$ cat config.mk
export PLATFORM = sky130hd
export DESIGN_NAME = ip_tx_scheduler
export DESIGN_NICKNAME = d
export VERILOG_FILES = /design/src/rtl/ip_tx_pkg.sv /design/src/rtl/rr_arbiter_2.sv /design/src/rtl/ip_tx_scheduler.sv
export SDC_FILE = /design/constraint.sdc
export NUM_CORES = 1
export LEC_CHECK = 0
export CAP_MARGIN = 20
export CORE_ASPECT_RATIO = 1.1
export CORE_UTILIZATION = 53
export DETAILED_ROUTE_END_ITERATION = 8
export GPL_TIMING_DRIVEN = 0
export PLACE_DENSITY = 0.9
export SLEW_MARGIN = 20
export SYNTH_ARGS = -nofsm -noshare
export SYNTH_HDL_FRONTEND = slang
export SYNTH_SLANG_ARGS = --single-unit
$ cat constraint.sdc
create_clock -name aclk -period 4.2 [get_ports aclk]
set_clock_uncertainty 0.15 [all_clocks]
set_input_delay 0.63 -clock aclk [delete_from_list [all_inputs] [get_ports aclk]]
set_output_delay 0.63 -clock aclk [all_outputs]
set_load 0.005 [all_outputs]
$ cat src/rtl/ip_tx_pkg.sv
// Shared types and constants for the IPv4 transmit path.
package ip_tx_pkg;

  typedef enum logic [1:0] {
    IDLE,
    HDR,
    PAYLOAD,
    IFG
  } sched_state_t;

  typedef enum logic {
    PROTO_UDP  = 1'b0,
    PROTO_ICMP = 1'b1
  } proto_t;

  localparam logic [7:0] IP_UDP_TYPE  = 8'h11;
  localparam logic [7:0] IP_ICMP_TYPE = 8'h01;

endpackage

$ cat src/rtl/rr_arbiter_2.sv
// Two-requester round-robin arbiter (bit 0 = UDP, bit 1 = ICMP); a tie goes
// to the protocol that was not served last. Purely combinational.
module rr_arbiter_2
  import ip_tx_pkg::*;
(
  input  logic [1:0] req,
  input  proto_t     last,
  output logic [1:0] gnt,
  output logic       valid
);

  always_comb begin
    gnt = req;
    if (req == 2'b11) begin
      gnt = (last == PROTO_ICMP) ? 2'b01 : 2'b10;
    end
  end

  assign valid = |req;

endmodule

$ cat src/rtl/ip_tx_scheduler.sv
// Frame scheduler for the UDP/ICMP transmit path: arbitration, header and
// payload sequencing, inter-frame gap and a watchdog on stalled stages.
module ip_tx_scheduler
  import ip_tx_pkg::*;
#(
  parameter int IFG_CYCLES     = 12,
  parameter int TIMEOUT_CYCLES = 4096
) (
  input  logic        aclk,
  input  logic        aresetn,
  input  logic        udp_req,
  input  logic [15:0] udp_len,
  output logic        udp_ack,
  output logic        udp_grant,
  input  logic        udp_done,
  input  logic        icmp_req,
  output logic        icmp_ack,
  output logic        icmp_grant,
  input  logic        icmp_done,
  output logic        eth_tx_start,
  output logic        icmp_sel,
  output logic [15:0] len_out,
  input  logic        ip_header_tx_udp_done,
  input  logic        ip_header_tx_icmp_done,
  output logic        busy,
  output logic        timeout_err
);

  localparam int IFG_W = (IFG_CYCLES > 2) ? $clog2(IFG_CYCLES) : 1;
  localparam int WD_W  = $clog2(TIMEOUT_CYCLES);
  localparam logic [IFG_W-1:0] IFG_LOAD = IFG_W'(IFG_CYCLES - 1);
  localparam logic [WD_W-1:0]  WD_LAST  = WD_W'(TIMEOUT_CYCLES - 1);

  sched_state_t     state_q, state_d;
  logic [IFG_W-1:0] ifg_q, ifg_d;
  logic [WD_W-1:0]  wd_q, wd_d;
  proto_t           last_q, last_d;
  proto_t           sel_q, sel_d;
  logic [15:0]      len_q, len_d;
  logic             udp_ack_q, udp_ack_d, icmp_ack_q, icmp_ack_d;
  logic             start_q, start_d, tmo_q, tmo_d;
  logic             udp_grant_q, udp_grant_d, icmp_grant_q, icmp_grant_d;
  logic             busy_q, busy_d;

  logic [1:0] arb_gnt;
  logic       arb_vld;
  logic       hdr_done, pay_done, wd_end;

  rr_arbiter_2 u_arb (
    .req   ({icmp_req, udp_req}),
    .last  (last_q),
    .gnt   (arb_gnt),
    .valid (arb_vld)
  );

  // Only the done pulse of the protocol owning this frame advances the FSM.
  assign hdr_done = (sel_q == PROTO_ICMP) ? ip_header_tx_icmp_done : ip_header_tx_udp_done;
  assign pay_done = (sel_q == PROTO_ICMP) ? icmp_done : udp_done;
  assign wd_end   = (wd_q == WD_LAST);

  always_comb begin
    state_d    = state_q;
    ifg_d      = ifg_q;
    wd_d       = wd_q;
    last_d     = last_q;
    sel_d      = sel_q;
    len_d      = len_q;
    udp_ack_d  = 1'b0;
    icmp_ack_d = 1'b0;
    start_d    = 1'b0;
    tmo_d      = 1'b0;
    case (state_q)
      IDLE: begin
        if (arb_vld) begin
          state_d = HDR;
          wd_d    = '0;
          start_d = 1'b1;
          if (arb_gnt[1]) begin
            sel_d      = PROTO_ICMP;
            len_d      = '0;
            icmp_ack_d = 1'b1;
          end else if (arb_gnt[0]) begin
            sel_d     = PROTO_UDP;
            len_d     = udp_len;
            udp_ack_d = 1'b1;
          end
        end
      end
      HDR: begin
        wd_d = wd_q + WD_W'(1);
        if (hdr_done) begin
          state_d = PAYLOAD;
        end else if (wd_end) begin
          state_d = IFG;
          ifg_d   = IFG_LOAD;
          last_d  = sel_q;
          tmo_d   = 1'b1;
        end
      end
      PAYLOAD: begin
        wd_d = wd_q + WD_W'(1);
        // A done pulse on the terminal count wins over the abort.
        if (pay_done || wd_end) begin
          state_d = IFG;
          ifg_d   = IFG_LOAD;
          last_d  = sel_q;
          tmo_d   = !pay_done;
        end
      end
      IFG: begin
        if (ifg_q == '0) begin
          state_d = IDLE;
        end else begin
          ifg_d = ifg_q - IFG_W'(1);
        end
      end
      default: state_d = IDLE;
    endcase
    udp_grant_d  = (state_d == PAYLOAD) && (sel_d == PROTO_UDP);
    icmp_grant_d = (state_d == PAYLOAD) && (sel_d == PROTO_ICMP);
    busy_d       = (state_d != IDLE);
  end

  always_ff @(posedge aclk) begin
    if (!aresetn) begin
      state_q      <= IDLE;
      ifg_q        <= '0;
      wd_q         <= '0;
      last_q       <= PROTO_ICMP;
      sel_q        <= PROTO_UDP;
      len_q        <= '0;
      udp_ack_q    <= 1'b0;
      icmp_ack_q   <= 1'b0;
      start_q      <= 1'b0;
      tmo_q        <= 1'b0;
      udp_grant_q  <= 1'b0;
      icmp_grant_q <= 1'b0;
      busy_q       <= 1'b0;
    end else begin
      state_q      <= state_d;
      ifg_q        <= ifg_d;
      wd_q         <= wd_d;
      last_q       <= last_d;
      sel_q        <= sel_d;
      len_q        <= len_d;
      udp_ack_q    <= udp_ack_d;
      icmp_ack_q   <= icmp_ack_d;
      start_q      <= start_d;
      tmo_q        <= tmo_d;
      udp_grant_q  <= udp_grant_d;
      icmp_grant_q <= icmp_grant_d;
      busy_q       <= busy_d;
    end
  end

  assign udp_ack      = udp_ack_q;
  assign icmp_ack     = icmp_ack_q;
  assign eth_tx_start = start_q;
  assign timeout_err  = tmo_q;
  assign udp_grant    = udp_grant_q;
  assign icmp_grant   = icmp_grant_q;
  assign busy         = busy_q;
  assign icmp_sel     = (sel_q == PROTO_ICMP);
  assign len_out      = len_q;

endmodule

# After elaboration in Yosys (flattened, before gate mapping)
# Index checks and enable logic that the tools add are counted.
# Widths: inputs -> output; s select.
# word_totals
register_bits	43
elab_cells	84
# op_classes
addsub	2
eq_ne	11
muxes	34
bitwise_logic	4
reduce_logical	20
# op_table
cell	n
$mux 16	2
$pmux 12 s2	1
$mux 4	4
$mux 1	15
$mux 2	7
$add 12x1->12 const B	1
$eq 12x12->1 const B	1
$mux 12	1
$pmux 4 s3	1
$ne 2x2->1 const B	5
$eq 2x2->1 const B	4
$pmux 2 s4	1
$reduce_bool 2->1	4
$reduce_and 3->1	2
$reduce_and 5->1	1
$logic_not 4->1	1
$not 1->1	4
$pmux 1 s2	2
$reduce_and 2->1	2
$reduce_and 4->1	1
$reduce_or 2->1	2
$reduce_or 4->1	1
$sub 4x1->4 const B	1
$reduce_bool 3->1	1
5 further kinds	6

# Logic depth before layout (Yosys ltp)
# Gate-level depths: netlist of the first run.
# logic_depth
word_depth	8
mapped_depth	7
depth_no_buf	6

# Hierarchy
# Synthesis of the first run repeated with hierarchy kept, for this count alone.
# hier_totals
cells_unflattened	191
area_unflattened_um2	1821.7
# modules_own_cells
mod	n_inst	cells_per_inst	area_per_inst_um2	seq_area_each_um2
ip_tx_scheduler	1	187	1796.7	860.8
rr_arbiter_2	1	4	25.0	0.0

# Worst setup path after synthesis of the first run
# No wires, ideal clock.
# synth_timing
path_type	register to register
from	reg state_q[0]
to	reg wd_q[11]
setup_ps	73
arrival_ps	1785
required_time_ps	3977
setup_slack_ps	2192
path_stages_with_launch	7
path_buffers	0
period_less_slack_ps	2008
cell_sequence	dfxtp_1 inv_1 ha_1 nand2b_1 a21o_1 or4_1 a21oi_1
# synth_between
elab_chain_cells	4
word_cells_on_any_way	8
# synth_lines
item	line_no	text
start: declaration	ip_tx_scheduler.sv:34	sched_state_t state_q, state_d;
start signal: assignment	ip_tx_scheduler.sv:140	state_q <= state_d;
$eq 2x2->1 / $eq 2x1->1 (equally long branches)	ip_tx_scheduler.sv:72	case (state_q)
$reduce_or 2->1 (no line)	-	
$reduce_bool 2->1 (no line)	-	
$reduce_and 2->1 (no line)	-	
end signal: assignment	ip_tx_scheduler.sv:142	wd_q <= wd_d;
end: declaration	ip_tx_scheduler.sv:36	logic [WD_W-1:0] wd_q, wd_d;
# Several ways; a longest one is shown, not always the timed one.
# A chain may end at the register's enable or synchronous reset.

==> impl_results.md, run 1 <==
- Finished Core Util: 72.3%
- Synth top area share: 43.2%
- Total power draw: 0.896 mW
- Final setup vio count: 0
- Outcome: finished clean
- Top_reg_cell synth: dfxtp_1
- Max-slew headroom: 50.4%
- WL met3: 308 um
- Antenna Nets Post-Route: 0
- Tot GR Track Use: 26.1%
- WL per Instance: 14.8 um
- Top delay family on crit path: buffers and inverters
- Async S/R FF share, synth: 0%
- Area contributors post-synth: dfxtp_1 43%, a22o_1 7.5%, ha_1 4.4%, a211oi_1 3.4%, nor2_1 3.2%
- Highest Signal Layer: met4
- Type of origin of the critical path: input port
- Post-synth cell types: 53
- Die Height: 66.3 um
- Hold_buf cts: 0
- Post-CTS setup buffers: 0
- Unrepaired setup endpoints after global routing: false
- Worst Setup SP: aresetn
- Die W: 60.5 um
- Worst Tran Pin Value: 0.739 ns
- CP Class: in -> reg
- Buffers and inverters on the worst path: 3
- Post-Route WL: 4.68 mm
- Initial core utilization: 55.0%
- Mapped Area: 1990 um2
- Antenna cell count: 0
- Antenna violations before repair: 0
- Final clock period utilization by the worst path: 59.4%
- Leakage Power: 0.924 nW
- Gr ovfl total: 0
- Post-CTS sizing: 0
- Synthesis-to-layout area growth: 31.4%
- GP Congestion: 0.907
- Mean number of vias per cell: 5.86
- CTS Buf Count: 5
- Vias in the first global route: 1813
- Mean post-synth cell area: 9.45 um2
- DRT Pass-1 Iters: 4
- R2R Path Start: state_q[0]
- Final nets: 296
- Core area: 3630 um2
- EDFF count, synth: 0
- Cells after synthesis: 211
- DP HPWL: 3.45 mm
- Post-Syn Nets: 242
- Peak VDD IR: 0.234 mV
- Min setup slack post-route: 1.70 ns
- Sequential fraction of the synthesis area: 43.2%
- Ys Warns: 0
- Post-DP Area: 2530 um2
- Final Hold Vio Count: 0
- Top cell type by total area after synthesis: dfxtp_1
- Final Slew Violations: 0
- CP Data Required Time: 4.30 ns
- Max Buffers Root-to-Sink: 2
- M1 WL: 2.03 mm
- HP Class: reg -> reg
- Most common cell in the netlist: dfxtp_1
- Clk pin slew, worst setup/hold paths: 0.09 ns
- CTS root buf: clkbuf_8
- Total power divided by cell area: 342 nW/um2
- FF+latch count, synth: 43
- Design area: 2620 um2
- Htree depth: 2
- Share of cells above drive strength 1: 6.77%
- Min-delay src: len_out[1]
- Ports: 48
- Slowest cell on crit path: clkdlybuf4s50_1
- Later-pin clock latency in the skew report: 0.31 ns
- CP Cell Sequence: clkdlybuf4s50_1, inv_1, nor2_1, clkbuf_1, a22o_1
- Port bufs: 47
- CTS Sinks: 43
- Initial DRC Count: 107
- CTS tree: yes
- First-pass GRT wire length: 7.82 mm
- Top post-synthesis cells by count: 43 x dfxtp_1, 17 x a22o_1, 17 x nor2_1
- Die area: 4010 um2
- Crit-path max FO: 10
- Setup TNS: 0 ns
- Critical Path Max Stage Delay: 0.64 ns
- Largest net degree at the start of global routing: 16
- Met2 WL: 2.26 mm
- Vias: 1853
- Critical path endpoint category: flip-flop
- DRC viols: 0
- FP Rows: 23
- Arr. time, crit path: 2.60 ns
- Fmax: 0.401 GHz
- Max cap viols: 0
- Fin crit period: 2.50 ns
- Place WS: 1.40 ns
## final timing paths
check,end,slack (ns),cells after the start
hold reg to reg,len_out[1],0.33,1
setup reg to reg,len_out[11],1.86,7
setup / recovery,len_out[6],1.70,5
hold / removal,len_out[1],0.33,1
## sequential cells by signal, indices dropped and copies added, names as in the netlist
register,flops
len_out,16
wd_q,12
ifg_q,4
state_q,2
busy,1
eth_tx_start,1
icmp_ack,1
icmp_grant,1
icmp_sel,1
last_q,1
timeout_err,1
udp_ack,1
udp_grant,1
## final cells by class
cell class                      instances  area [um2]
Tap cell                               50        62.6
Fill cell                             278        1010
Buffer                                  6        28.8
Clock buffer                            5        68.8
Inverter                               12        45.0
Multi-Input combinational cell        150        1060
Clock inverter                          3        23.8
Sequential cell                        43         861
Timing Repair Buffer                   47         470
## placed cells by master (no fill, tap or decap), drive strengths merged, types with 3 or more instances in the layout
cell type,count
nor2b,4
nor3,4
o31ai,6
a211oi,10
ha,7
xnor2,4
a21oi,10
o21ai,7
or4,4
or3,5
a22o,17
inv,13
clkbuf,8
nand2,11
nand3,3
clkdlybuf4s50,47
buf,3
dfxtp,43
or2,3
nor2,17
mux2i,3
xor2,3
## cells by family (layout without fill, tap and decap cells)
kind of cell,after synthesis,count (layout),synth area share [%]
adders and majority gates,7,7,4.39
muxes,4,4,2.07
and+or+nand+nor,65,65,18.4
AOI/OAI and AO/OA,67,67,25.2
xor gates and xnor gates,7,7,3.07
DFF,43,43,43.2
buffers and inverters,18,73,3.70
## where the power goes
part | total (mW) | internal [mW] | switching [mW]
registers | 0.445 | 0.430 | 0.0156
logic | 0.178 | 0.0894 | 0.0884
clock network | 0.273 | 0.119 | 0.154
## routing by layer
layer | vias up | track usage [%]
met5 | - | 0
met3 | 10 | 6.85
li1 | 903 | -
met2 | 76 | 44.0
met4 | 0 | 10.5
met1 | 864 | 31.0
## stage by stage
| step | std cells | hold slack (ns) |
|---|---|---|
| 6_report | 316 | 0.332 |
| 5_1_grt | 316 | 0.367 |
| 4_1_cts | 316 | 0.338 |
| 3_5_place_dp | 308 | 0.316 |
| 3_3_place_gp | 308 | 0.310 |
| 2_1_floorplan | 211 | 0.298 |
Power figures use the tool's default switching activity.
==> run 2: changes to the inputs <==
--- a/config.mk
+++ b/config.mk
@@ -7,10 +7,10 @@
 export LEC_CHECK = 0
 export CAP_MARGIN = 20
 export CORE_ASPECT_RATIO = 1.1
-export CORE_UTILIZATION = 53
+export CORE_UTILIZATION = 49
 export DETAILED_ROUTE_END_ITERATION = 8
 export GPL_TIMING_DRIVEN = 0
-export PLACE_DENSITY = 0.9
+export PLACE_DENSITY = 0.84
 export SLEW_MARGIN = 20
 export SYNTH_ARGS = -nofsm -noshare
 export SYNTH_HDL_FRONTEND = slang
==> constraint.sdc (replaced) <==
create_clock -name aclk -period 2.6 [get_ports aclk]
set_clock_uncertainty 0.15 [all_clocks]
set_input_delay 0.39 -clock aclk [delete_from_list [all_inputs] [get_ports aclk]]
set_output_delay 0.39 -clock aclk [all_outputs]
set_load 0.005 [all_outputs]
==> run 2 against run 1 <==
Effect of this change: flip-flop and latch count is the same; global-route usage shrank 2.4 points; register-to-register slack lost 1.6 ns; setup slack lost 1.5 ns; core utilization shrank 3.1 points; sequential share of layout area grew 0.14 points; critical path depth grew 2; combinational power grew 63%; sequential power grew 62%; critical path type is now reg -> reg; largest cell class unchanged; highest routed layer unchanged.
==> impl_results.md, run 2 (synthesized netlist as in run 1, its figures left out) <==
- Outcome: finished clean
- CP Cell Sequence: inv_1, ha_1, buf_2, nand2_1, nor3_2, clkbuf_1, a22o_1
- Initial core utilization: 52.9%
- Top delay family on crit path: buffers and inverters
- R2R Path Start: state_q[0]
- Unrepaired setup endpoints after global routing: false
- DP HPWL: 3.61 mm
- Mean number of vias per cell: 5.72
- Final Slew Violations: 0
- Antenna Nets Post-Route: 0
- Placed insts: 308
- DRC viols: 0
- Final clock period utilization by the worst path: 91.2%
- Initial DRC Count: 196
- Vias: 1809
- CP Class: reg -> reg
- RR Endpoint: len_out[7]
- CTS Buf Count: 5
- Gr ovfl total: 0
- Buffers and inverters on the worst path: 3
- Port bufs: 47
- Fmax: 0.422 GHz
- Final nets: 296
- Hold depth: 2
- HP Class: reg -> reg
- GP Congestion: 0.948
- Crit-path max FO: 10
- Arr. time, crit path: 2.45 ns
- Post-CTS sizing: 0
- Max cap viols: 0
- Type of origin of the critical path: flip-flop
- Antenna cell count: 0
- Max-slew headroom: 55.3%
- Die area: 4330 um2
- CTS root buf: clkbuf_8
- Post-CTS setup buffers: 0
- Hold_buf cts: 0
- Largest net degree at the start of global routing: 13
- FP Rows: 23
- Ports: 48
- Slowest cell on crit path: nor3_2
- Post-Route WL: 4.87 mm
- Total power divided by cell area: 543 nW/um2
- Final setup vio count: 0
- Die Height: 68.9 um
- DRT Pass-1 Iters: 4
- Fin crit period: 2.37 ns
- Non-filler cells, final: 316
- Critical Path Max Stage Delay: 0.41 ns
- Later-pin clock latency in the skew report: 0.29 ns
- Clk pin slew, worst setup/hold paths: 0.08 ns
- CTS tree: yes
- R2R setup slack: 0.23 ns
- Critical path endpoint category: flip-flop
- Antenna violations before repair: 0
- Min-delay src: wd_q[1]
- Largest register FFs: 16
- Most frequent cells in the layout: 47 x clkdlybuf4s50_1, 43 x dfxtp_1, 17 x nor2_1, 17 x a22o_1, 12 x inv_1
- FF-to-FF path depth: 7
- Htree depth: 2
- Final Hold Vio Count: 0
- Worst Tran Pin Value: 0.665 ns
- Core area: 3770 um2
- Peak VDD IR: 0.431 mV
- Tot GR Track Use: 23.7%
- First-pass GRT wire length: 7.98 mm
- CP Data Required Time: 2.68 ns
- Setup TNS: 0 ns
- Leading cell type in the layout, fill and taps excluded: clkdlybuf4s50_1
- Vias in the first global route: 1787
- Synthesis-to-layout area growth: 30.8%
- WL per Instance: 15.4 um
- Leakage Power: 0.925 nW
- Share of cells above drive strength 1: 6.02%
- Hold Path End: wd_q[1]
- CTS Sinks: 43
- Max Buffers Root-to-Sink: 2
- Die W: 62.8 um
[run 2: per-stage QoR]
stage               hold WS, ns  instance area (um2)  total power [mW]  utilization (%)  setup WS, ns
floorplan                 0.298                 1990             0.889                -         0.592
CTS                       0.330                 2610              1.42             69.2         0.235
global placement          0.312                 2530              1.01             67.0        0.0783
detailed placement        0.317                 2530              1.02             67.0        0.0694
global route              0.347                 2610              1.49             69.2       0.00976
finish                    0.331                 2610              1.42             69.2         0.229
[run 2: worst max-delay path by stage]
stage / startpoint / cells past startpoint / end / slack, ns
after global placement: aresetn / 5 / len_out[14] / 0.08
after CTS: state_q[0] / 7 / len_out[12] / 0.24
after global routing: state_q[0] / 7 / len_out[12] / 0.01
after detailed placement: aresetn / 5 / len_out[12] / 0.07
after floorplan: state_q[0] / 6 / wd_q[11] / 0.59
final: state_q[0] / 7 / len_out[7] / 0.23
[run 2: power by group]
group          switching [mW]  internal (mW)
Clock                   0.218          0.189
Combinational           0.145          0.145
Sequential             0.0254          0.694
[run 2: cell type report]
class	instances	area, um2
buffer	6	28.8
clock buffer	7	76.3
clock inverter	1	5.00
fill	305	1160
inverter	12	45.0
multi-input combinational	150	1060
sequential	43	861
tap	50	62.6
timing repair buffer	47	470
[run 2: tightest hold or removal path, cell delays in order (launching register included)]
cell and delay (ns):
dfxtp_1 0.33, nand2_1 0.06, a21oi_1 0.05
[run 2: per-layer routing]
metal / GRT usage [%] / vias up / wire (um)
li1: - / 898 / -
met1: 27.9 / 846 / 2090
met2: 41.8 / 58 / 2460
met3: 5.43 / 7 / 239
met4: 10.8 / 0 / 77
met5: 0 / - / 0
